==> config.mk <==
export PLATFORM = sky130hd
export DESIGN_NAME = hash_search_ctrl_flat
export DESIGN_NICKNAME = d
export VERILOG_FILES = /design/src/rtl/hash_search_ctrl_if.sv /design/src/rtl/hash_search_ctrl.sv /design/src/flat_wrapper.sv
export SDC_FILE = /design/constraint.sdc
export NUM_CORES = 1
export LEC_CHECK = 0
export CAP_MARGIN = 20
export CORE_AREA = 2 2 164 166
export DETAILED_ROUTE_END_ITERATION = 16
export DIE_AREA = 0 0 166 168
export PLACE_DENSITY_LB_ADDON = 0.08
export SKIP_LAST_GASP = 1
export SYNTH_ARGS = -nofsm -noshare
export SYNTH_HDL_FRONTEND = slang
export SYNTH_SLANG_ARGS = --single-unit
==> constraint.sdc <==
create_clock -name clk -period 4.52 [get_ports clk]
set_input_delay 0.678 -clock clk [delete_from_list [all_inputs] [get_ports clk]]
set_output_delay 0.678 -clock clk [all_outputs]
set_load 0.03 [all_outputs]
==> src/rtl/hash_search_ctrl_if.sv <==
// hash_search_ctrl_if: request/result handshake between the nonce-search sequencer and the hash core.
// Latency: none; these are plain wires.
// Backpressure: none on the bus itself; the sequencer keeps one request outstanding until hash_done.
//
// Signals:
//   hash_req     one-cycle request from the sequencer
//   hash_bloque  {payload, nonce}, held stable by the sequencer from hash_req until hash_done
//   hash_done    single-cycle result-valid pulse from the core
//   hash_result  24-bit core output, valid with hash_done
interface hash_search_ctrl_if #(
  parameter int NONCE_W = 32
);
  logic                    hash_req;
  logic [96+NONCE_W-1:0]   hash_bloque;
  logic                    hash_done;
  logic [23:0]             hash_result;

  modport master (
    output hash_req,
    output hash_bloque,
    input  hash_done,
    input  hash_result
  );

  modport slave (
    input  hash_req,
    input  hash_bloque,
    output hash_done,
    output hash_result
  );
endinterface

==> src/rtl/hash_search_ctrl.sv <==
// hash_search_ctrl: nonce-search sequencer feeding one {payload,nonce} bloque per attempt to the hash core.
// Latency: 3 cycles + core latency per attempt (ISSUE, WAIT >= 1, CHECK), plus one DONE cycle at the end.
// Backpressure: one request outstanding; the next nonce is issued only after hash_done (or a timeout).
//
// Ports:
//   clk, active          clock and asynchronous active-low reset
//   start, abort         start is sampled in IDLE only; abort is honoured in every busy state but DONE
//   payload, target      search parameters, latched on an accepted start
//   nonce_first/last     inclusive nonce range, may wrap through zero
//   hif (master)         hash core handshake: hash_req/hash_bloque out, hash_done/hash_result in
//   busy, terminado      search in progress / one-cycle end-of-search pulse
//   found, nonceOut,     outcome of the last search, held until the next accepted start
//   hashOut, status,     (status: 0 found, 1 exhausted, 2 aborted, 3 core timeout)
//   attempts
module hash_search_ctrl #(
  parameter int NONCE_W = 32,
  parameter int TIMEOUT = 64
) (
  input  logic               clk,
  input  logic               active,
  input  logic               start,
  input  logic               abort,
  input  logic [95:0]        payload,
  input  logic [7:0]         target,
  input  logic [NONCE_W-1:0] nonce_first,
  input  logic [NONCE_W-1:0] nonce_last,
  hash_search_ctrl_if.master hif,
  output logic               busy,
  output logic               terminado,
  output logic               found,
  output logic [NONCE_W-1:0] nonceOut,
  output logic [23:0]        hashOut,
  output logic [1:0]         status,
  output logic [31:0]        attempts
);

  localparam int TW = $clog2(TIMEOUT + 1);
  // Last WAIT cycle in which a done is still accepted; the next cycle is DONE,
  // which puts terminado exactly TIMEOUT+1 cycles after hash_req.
  localparam logic [TW-1:0]      TMO_LAST  = TW'(TIMEOUT - 1);
  localparam logic [TW-1:0]      TIMER_ONE = TW'(1);
  localparam logic [NONCE_W-1:0] NONCE_ONE = NONCE_W'(1);

  localparam logic [1:0] ST_FOUND   = 2'd0;
  localparam logic [1:0] ST_EXHAUST = 2'd1;
  localparam logic [1:0] ST_ABORT   = 2'd2;
  localparam logic [1:0] ST_TIMEOUT = 2'd3;

  typedef enum logic [2:0] {
    S_IDLE,
    S_ISSUE,
    S_WAIT,
    S_CHECK,
    S_DONE
  } state_t;

  state_t state_q, state_d;

  logic [95:0]        payload_q;
  logic [7:0]         target_q;
  logic [NONCE_W-1:0] nonce_q;
  logic [NONCE_W-1:0] nonce_last_q;
  logic [23:0]        res_q;
  logic [TW-1:0]      timer_q;

  logic       do_latch;
  logic       do_capture;
  logic       do_hit;
  logic       do_step;
  logic       do_end;
  logic [1:0] end_status;
  logic       hit_valid;

  // Both low bytes must be strictly below the difficulty byte; bits 23:16 do not take part.
  assign hit_valid = (res_q[7:0] < target_q) && (res_q[15:8] < target_q);

  always_ff @(posedge clk or negedge active) begin
    if (!active) begin
      state_q <= S_IDLE;
    end else begin
      state_q <= state_d;
    end
  end

  always_comb begin
    state_d         = state_q;
    do_latch        = 1'b0;
    do_capture      = 1'b0;
    do_hit          = 1'b0;
    do_step         = 1'b0;
    do_end          = 1'b0;
    end_status      = ST_FOUND;
    busy            = (state_q != S_IDLE);
    terminado       = (state_q == S_DONE);
    hif.hash_req    = (state_q == S_ISSUE);
    hif.hash_bloque = {payload_q, nonce_q};

    case (state_q)
      S_IDLE: begin
        if (start) begin
          do_latch = 1'b1;
          state_d  = S_ISSUE;
        end
      end
      S_ISSUE: begin
        if (abort) begin
          do_end     = 1'b1;
          end_status = ST_ABORT;
          state_d    = S_DONE;
        end else begin
          state_d = S_WAIT;
        end
      end
      S_WAIT: begin
        // abort wins over a coincident done, so that result is neither counted nor checked
        if (abort) begin
          do_end     = 1'b1;
          end_status = ST_ABORT;
          state_d    = S_DONE;
        end else if (hif.hash_done) begin
          do_capture = 1'b1;
          state_d    = S_CHECK;
        end else if (timer_q == TMO_LAST) begin
          do_end     = 1'b1;
          end_status = ST_TIMEOUT;
          state_d    = S_DONE;
        end
      end
      S_CHECK: begin
        if (abort) begin
          do_end     = 1'b1;
          end_status = ST_ABORT;
          state_d    = S_DONE;
        end else if (hit_valid) begin
          do_hit  = 1'b1;
          state_d = S_DONE;
        end else if (nonce_q == nonce_last_q) begin
          do_end     = 1'b1;
          end_status = ST_EXHAUST;
          state_d    = S_DONE;
        end else begin
          do_step = 1'b1;
          state_d = S_ISSUE;
        end
      end
      S_DONE: begin
        state_d = S_IDLE;
      end
      default: begin
        state_d = S_IDLE;
      end
    endcase
  end

  always_ff @(posedge clk or negedge active) begin
    if (!active) begin
      payload_q    <= '0;
      target_q     <= '0;
      nonce_q      <= '0;
      nonce_last_q <= '0;
      res_q        <= '0;
      timer_q      <= '0;
      found        <= 1'b0;
      nonceOut     <= '0;
      hashOut      <= '0;
      status       <= ST_FOUND;
      attempts     <= '0;
    end else begin
      if (state_q == S_ISSUE) begin
        timer_q <= '0;
      end else if (state_q == S_WAIT) begin
        timer_q <= timer_q + TIMER_ONE;
      end

      // nonceOut/hashOut keep the previous winner; found=0 marks them stale.
      if (do_latch) begin
        payload_q    <= payload;
        target_q     <= target;
        nonce_q      <= nonce_first;
        nonce_last_q <= nonce_last;
        found        <= 1'b0;
        status       <= ST_FOUND;
        attempts     <= '0;
      end

      if (do_capture) begin
        res_q <= hif.hash_result;
        if (attempts != '1) begin
          attempts <= attempts + 32'd1;
        end
      end

      if (do_hit) begin
        found    <= 1'b1;
        nonceOut <= nonce_q;
        hashOut  <= res_q;
        status   <= ST_FOUND;
      end

      if (do_end) begin
        status <= end_status;
      end

      // Natural modulo-2^NONCE_W wrap lets a range with last < first run through zero.
      if (do_step) begin
        nonce_q <= nonce_q + NONCE_ONE;
      end
    end
  end

endmodule

==> src/flat_wrapper.sv <==
// flat-port wrapper written by rule: the top's interface ports become plain ports
module hash_search_ctrl_flat 
#(
  parameter int NONCE_W = 32,
  parameter int TIMEOUT = 64
)
  (clk, active, start, abort, payload, target, nonce_first, nonce_last, busy, terminado, found, nonceOut, hashOut, status, attempts, hif_hash_req, hif_hash_bloque, hif_hash_done, hif_hash_result);
  hash_search_ctrl_if #(.NONCE_W(NONCE_W)) hif_i ();
  input  logic clk;
  input  logic active;
  input  logic start;
  input  logic abort;
  input  logic [95:0] payload;
  input  logic [7:0] target;
  input  logic [NONCE_W-1:0] nonce_first;
  input  logic [NONCE_W-1:0] nonce_last;
  output logic busy;
  output logic terminado;
  output logic found;
  output logic [NONCE_W-1:0] nonceOut;
  output logic [23:0] hashOut;
  output logic [1:0] status;
  output logic [31:0] attempts;
  output wire logic [$bits(hif_i.hash_req)-1:0] hif_hash_req;
  output wire logic [$bits(hif_i.hash_bloque)-1:0] hif_hash_bloque;
  input wire logic [$bits(hif_i.hash_done)-1:0] hif_hash_done;
  input wire logic [$bits(hif_i.hash_result)-1:0] hif_hash_result;
  assign hif_hash_req = hif_i.hash_req;
  assign hif_hash_bloque = hif_i.hash_bloque;
  assign hif_i.hash_done = hif_hash_done;
  assign hif_i.hash_result = hif_hash_result;
  hash_search_ctrl #(.NONCE_W(NONCE_W), .TIMEOUT(TIMEOUT)) u_core (.clk(clk), .active(active), .start(start), .abort(abort), .payload(payload), .target(target), .nonce_first(nonce_first), .nonce_last(nonce_last), .hif(hif_i), .busy(busy), .terminado(terminado), .found(found), .nonceOut(nonceOut), .hashOut(hashOut), .status(status), .attempts(attempts));
endmodule
# Word-level counts from Yosys, hierarchy flattened
# Index checks and enable logic that the tools add are counted.
[op_classes]
n_addsub = 3
order_cmp = 2
n_eq_ne = 9
muxes = 49
reduce_logical = 8
[op_table]
columns = ["cell", "n"]
rows = [
  ["$mux W32", 5],
  ["$add A32 B1 Y32 const B", 2],
  ["$eq A32 B32 Y1", 1],
  ["$ne A32 B32 Y1 const B", 1],
  ["$mux W3", 8],
  ["$mux W1", 22],
  ["$mux W2", 9],
  ["$lt A8 B8 Y1", 2],
  ["$mux W7", 2],
  ["$pmux W3 S4", 1],
  ["$add A7 B1 Y7 const B", 1],
  ["$eq A7 B6 Y1 const B", 1],
  ["$eq A3 B2 Y1 const B", 2],
  ["$pmux W2 S3", 1],
  ["$reduce_bool A2 Y1", 3],
  ["$reduce_bool A3 Y1", 2],
  ["$ne A4 B3 Y1 const B", 1],
  ["$eq A3 B1 Y1 const B", 1],
  ["$eq A3 B3 Y1 const B", 1],
  ["$logic_not A3 Y1", 1],
  ["$pmux W1 S3", 1],
  ["$ne A2 B2 Y1 const B", 1],
  ["$reduce_and A2 Y1", 1],
  ["$logic_and A1 B1 Y1", 1],
]
[word_totals]
ff_bits = 293
out_inout_bits = 222
wordCells = 83

# Depth between registers and ports, before layout
[logic_depth]
ltp_word = 7
depth_mapped = 11

# Worst setup path after synthesis
# Ideal clock, no wire load.
[synth_path]
path_type = "flip-flop to flip-flop"
start = "register u_core.nonce_q[0]"
end = "register u_core.nonce_q[30]"
setup_time_ps = 94
t_arrival_ps = 2263
path_slack_ps = 2163
path_stages_with_launch = 9
n_path_buf = 0
period_less_slack_ps = 2357
cell_sequence = "dfrtp_1 > ha_1 > and3_1 > nand3_1 > nor3_1 > and2_1 > and3_1 > a311oi_1 > a211oi_1"
[synth_via]
elab_chain_cells = 6
[synth_lines]
columns = ["item", "line", "text"]
rows = [
  ["from (decl)", "hash_search_ctrl.sv:61", "logic [NONCE_W-1:0] nonce_q;"],
  ["from (signal assigned)", "hash_search_ctrl.sv:179", "nonce_q <= nonce_first;"],
  ["from (signal assigned)", "hash_search_ctrl.sv:206", "nonce_q <= nonce_q + NONCE_ONE;"],
  ["parallel branches: the longest is 6 deep, another holds $add A32 B1 Y32", "n/a", ""],
]
# Several ways; the timed one is not identified.
# A chain may end at the register's enable or synchronous reset.

# Worst setup path after layout
[layout_path]
start = "register u_core.nonce_q[1]"
end = "register u_core.nonce_q[30]"
# The elaborated chain is that of the path after synthesis.

==> flow_summary.toml <==
[route]
drtPass1Iterations = 5
vias = 11000
drc = 0
drt-total-wl_um = 39700
drt-vias-per-instance = 5.33
avgRoutedWirePerCell_um = 19.3
drt_first_iter_violations = 759
drtAntennaViolNets = 0

[clock_tree]
cts.htree.levels = 2
cts_made_buffers = 34
tritoncts_clock_tree = "built"
max-clock-path-buffers = 3
cts_setup_buffers = 0
worst_setup_hold_path_clk_slew_ns = 0.06
clock_sink_count = 293
clk_latency_ns = 0.51
cts_resized = 0
clockRootBuffer = "sky130_fd_sc_hd__clkbuf_16"
cts_hold_buffers = 0

[floorplanning]
floorplan.initialDensity = 0.490
floorplan.die.height_um = 168
io-pin-count = 419
fp.dieArea_sq_mm = 0.0279
placement_rows = 60
die_width_um = 166
fp.coreArea_sq_mm = 0.0264

[critical_path]
cp_max_fo = 7
crit_type = "flip-flop to flip-flop"
critical_path_data_required_time_ns = 4.91
timing.critical_path.to_type = "flip-flop"
critical_path_arrival_ns = 3.41
critical_path.startpoint_type = "flip-flop"

[yosys]
synth_area_leaders = "sky130_fd_sc_hd__dfrtp_1, sky130_fd_sc_hd__nand2_1, sky130_fd_sc_hd__mux2_2"
synth_seq_area_share = 0.568
cell_types_with_the_highest_counts_after_synthesis = "sky130_fd_sc_hd__nand2_1, sky130_fd_sc_hd__dfrtp_1, sky130_fd_sc_hd__mux2_2"
async_reset_ff_frac = 1.00
synthDominantCellAreaShare = 0.568
ys.flop_type = "sky130_fd_sc_hd__dfrtp_1"
yosysTopAreaCell = "sky130_fd_sc_hd__dfrtp_1"
synthMostInstantiatedCell = "sky130_fd_sc_hd__nand2_1"
number_of_enable_flip_flop_cells_after_synthesis = 0
yosys.cell_types.count = 62
synth_warnings = 0
syn_avg_cell_area_sq_um = 9.99
synthCells = 1291
ffs_latches_synth = 293
synthesis.nets = 1505
synthesized_area_sq_mm = 0.0129

[pwr]
max-vdd-ir-drop_uv = 782
post-layout-total-power_mw = 13.2
cellLeakagePower_nw = 8.52
power.density_mw_per_mm2 = 714

[sta]
max_clock_freq_ghz = 0.331
grt_setup_unrepaired = "no"
worst_pin_slew_ns = 0.962
drv_slew = 0
clock_skew_ns = 0.0130
whs_ns = 0.268
post-route-period-util = 0.669
setup_ws_ns = 1.50
finalSetupViolCount = 0
layout_min_cycle_time_ns = 3.02
slew-limit-headroom = 0.358
timing.final.hold_violations = 0
setup_total_negative_slack_ns = 0

[placed_design]
place.detailed.instances = 1998
final_hpwl_from_detailed_placement_um = 28200
gp_congestion = 0.864
dp_worst_setup_slack_ns = 1.54
port-buffer-count = 418
placedInstanceArea_sq_mm = 0.0174

[flow_run]
drv_cap = 0

[layout]
post_route_cells_drive_above_1_share = 0.0921
areaGrowthSynthToFinish_pct = 43.1
layout.cell_area.non_filler_sq_mm = 0.0185
multi_input_comb_area_sq_mm = 0.00524
post-route-util = 0.701
seq_area_sq_mm = 0.00733
layout.filler_cells = 1980
number_of_nets_at_the_end_of_the_flow = 1907
post_layout_nonfiller_instances = 2062

[min_path]
hp-class = "primary input to async pin"

[global_routing]
global_route.usage.total = 0.282
grt_overflow_total = 0
maximum_number_of_pins_on_one_net_before_global_route_repair = 117
via_count_of_the_first_global_routing_pass = 11100
grt_pass1_wl_um = 61900
number_of_antenna_violations_at_the_first_check_in_global_routing = 8

[outcome]
status = "finished, final reports clean"
[power breakdown]
part,internal [mW],total (mW),switching [mW]
registers,3.65,4.54,0.887
logic,2.47,6.01,3.54
clock network,1.58,2.65,1.07
[per-layer routing]
| metal | GRT usage | routed length, um |
|---|---|---|
| met1 | 0.359 | 16200 |
| met2 | 0.458 | 18700 |
| met3 | 0.0830 | 3270 |
| met4 | 0.108 | 1500 |
| met5 | 0 | 25 |
[cells in the final DEF (no fill, tap or decap), types with 15 or more instances in the layout]
cell type / count
sky130_fd_sc_hd__mux2_2: 73
sky130_fd_sc_hd__xnor2_1: 31
sky130_fd_sc_hd__nand4_1: 25
sky130_fd_sc_hd__ha_1: 17
sky130_fd_sc_hd__nand2_1: 461
sky130_fd_sc_hd__and2_1: 15
sky130_fd_sc_hd__dfrtp_1: 293
sky130_fd_sc_hd__o211ai_1: 15
sky130_fd_sc_hd__clkbuf_16: 37
sky130_fd_sc_hd__mux2i_1: 16
sky130_fd_sc_hd__o21ai_0: 47
sky130_fd_sc_hd__and3_1: 19
sky130_fd_sc_hd__clkdlybuf4s50_1: 417
sky130_fd_sc_hd__inv_1: 20
sky130_fd_sc_hd__nor2_1: 39
sky130_fd_sc_hd__nand3_1: 29
[area by class of cell]
| class | instances | area share |
|---|---|---|
| antenna | 5 | 0.000678 |
| tap | 341 | 0.0231 |
| clock inverter | 5 | 0.00156 |
| sequential | 293 | 0.397 |
| inverter | 20 | 0.00407 |
| clock buffer | 54 | 0.0563 |
| timing repair buffer | 428 | 0.234 |
| multi-input combinational | 916 | 0.284 |
[logic make-up (layout without fill, tap and decap cells)]
group                      Yosys count  count (layout)  share of synthesized area
other                                0               5                          0
DFF                                293             293                      0.568
muxes                               89              89                     0.0761
buffers and inverters               82             507                     0.0274
and+or+nand+nor                    637             637                      0.212
xor gates and xnor gates            35              35                     0.0249
adders and majority gates           17              17                     0.0165
AOI/OAI and AO/OA                  138             138                     0.0749
[registers in the layout, summed over array words and instances (netlist names), 8 cells and up]
name,cells
u_core.attempts,32
u_core.target_q,8
u_core.nonce_q,32
u_core.res_q,24
u_core.nonce_last_q,32
u_core.hashOut,24
u_core.nonceOut,32
u_core.payload_q,96
[worst max-delay path, cell delays in order, from the launching register on]
cell and delay, ns:
sky130_fd_sc_hd__dfrtp_1 0.52, sky130_fd_sc_hd__ha_1 0.27, sky130_fd_sc_hd__and3_1 0.21, sky130_fd_sc_hd__nand3_1 0.22, sky130_fd_sc_hd__nor3_1 0.62, sky130_fd_sc_hd__and2_1 0.33, sky130_fd_sc_hd__and3_1 0.30, sky130_fd_sc_hd__a311oi_1 0.15
sky130_fd_sc_hd__a211oi_1 0.28
[final timing paths]
path                                      startpoint                     end  slack [ns]  depth (start not counted)
max in group asynchronous                     active  u_core.nonce_last_q[8]        3.29                          2
worst min-delay path                          active      u_core.hashOut[14]        0.27                          1
worst max register to register     u_core.nonce_q[1]      u_core.nonce_q[30]        1.50                          8
worst min register to register  u_core.payload_q[71]    u_core.payload_q[71]        0.47                          2
min in group clk                u_core.payload_q[71]    u_core.payload_q[71]        0.47                          2
worst max-delay path               u_core.nonce_q[1]      u_core.nonce_q[30]        1.50                          8
No activity file was read; power rests on OpenSTA's default activity.
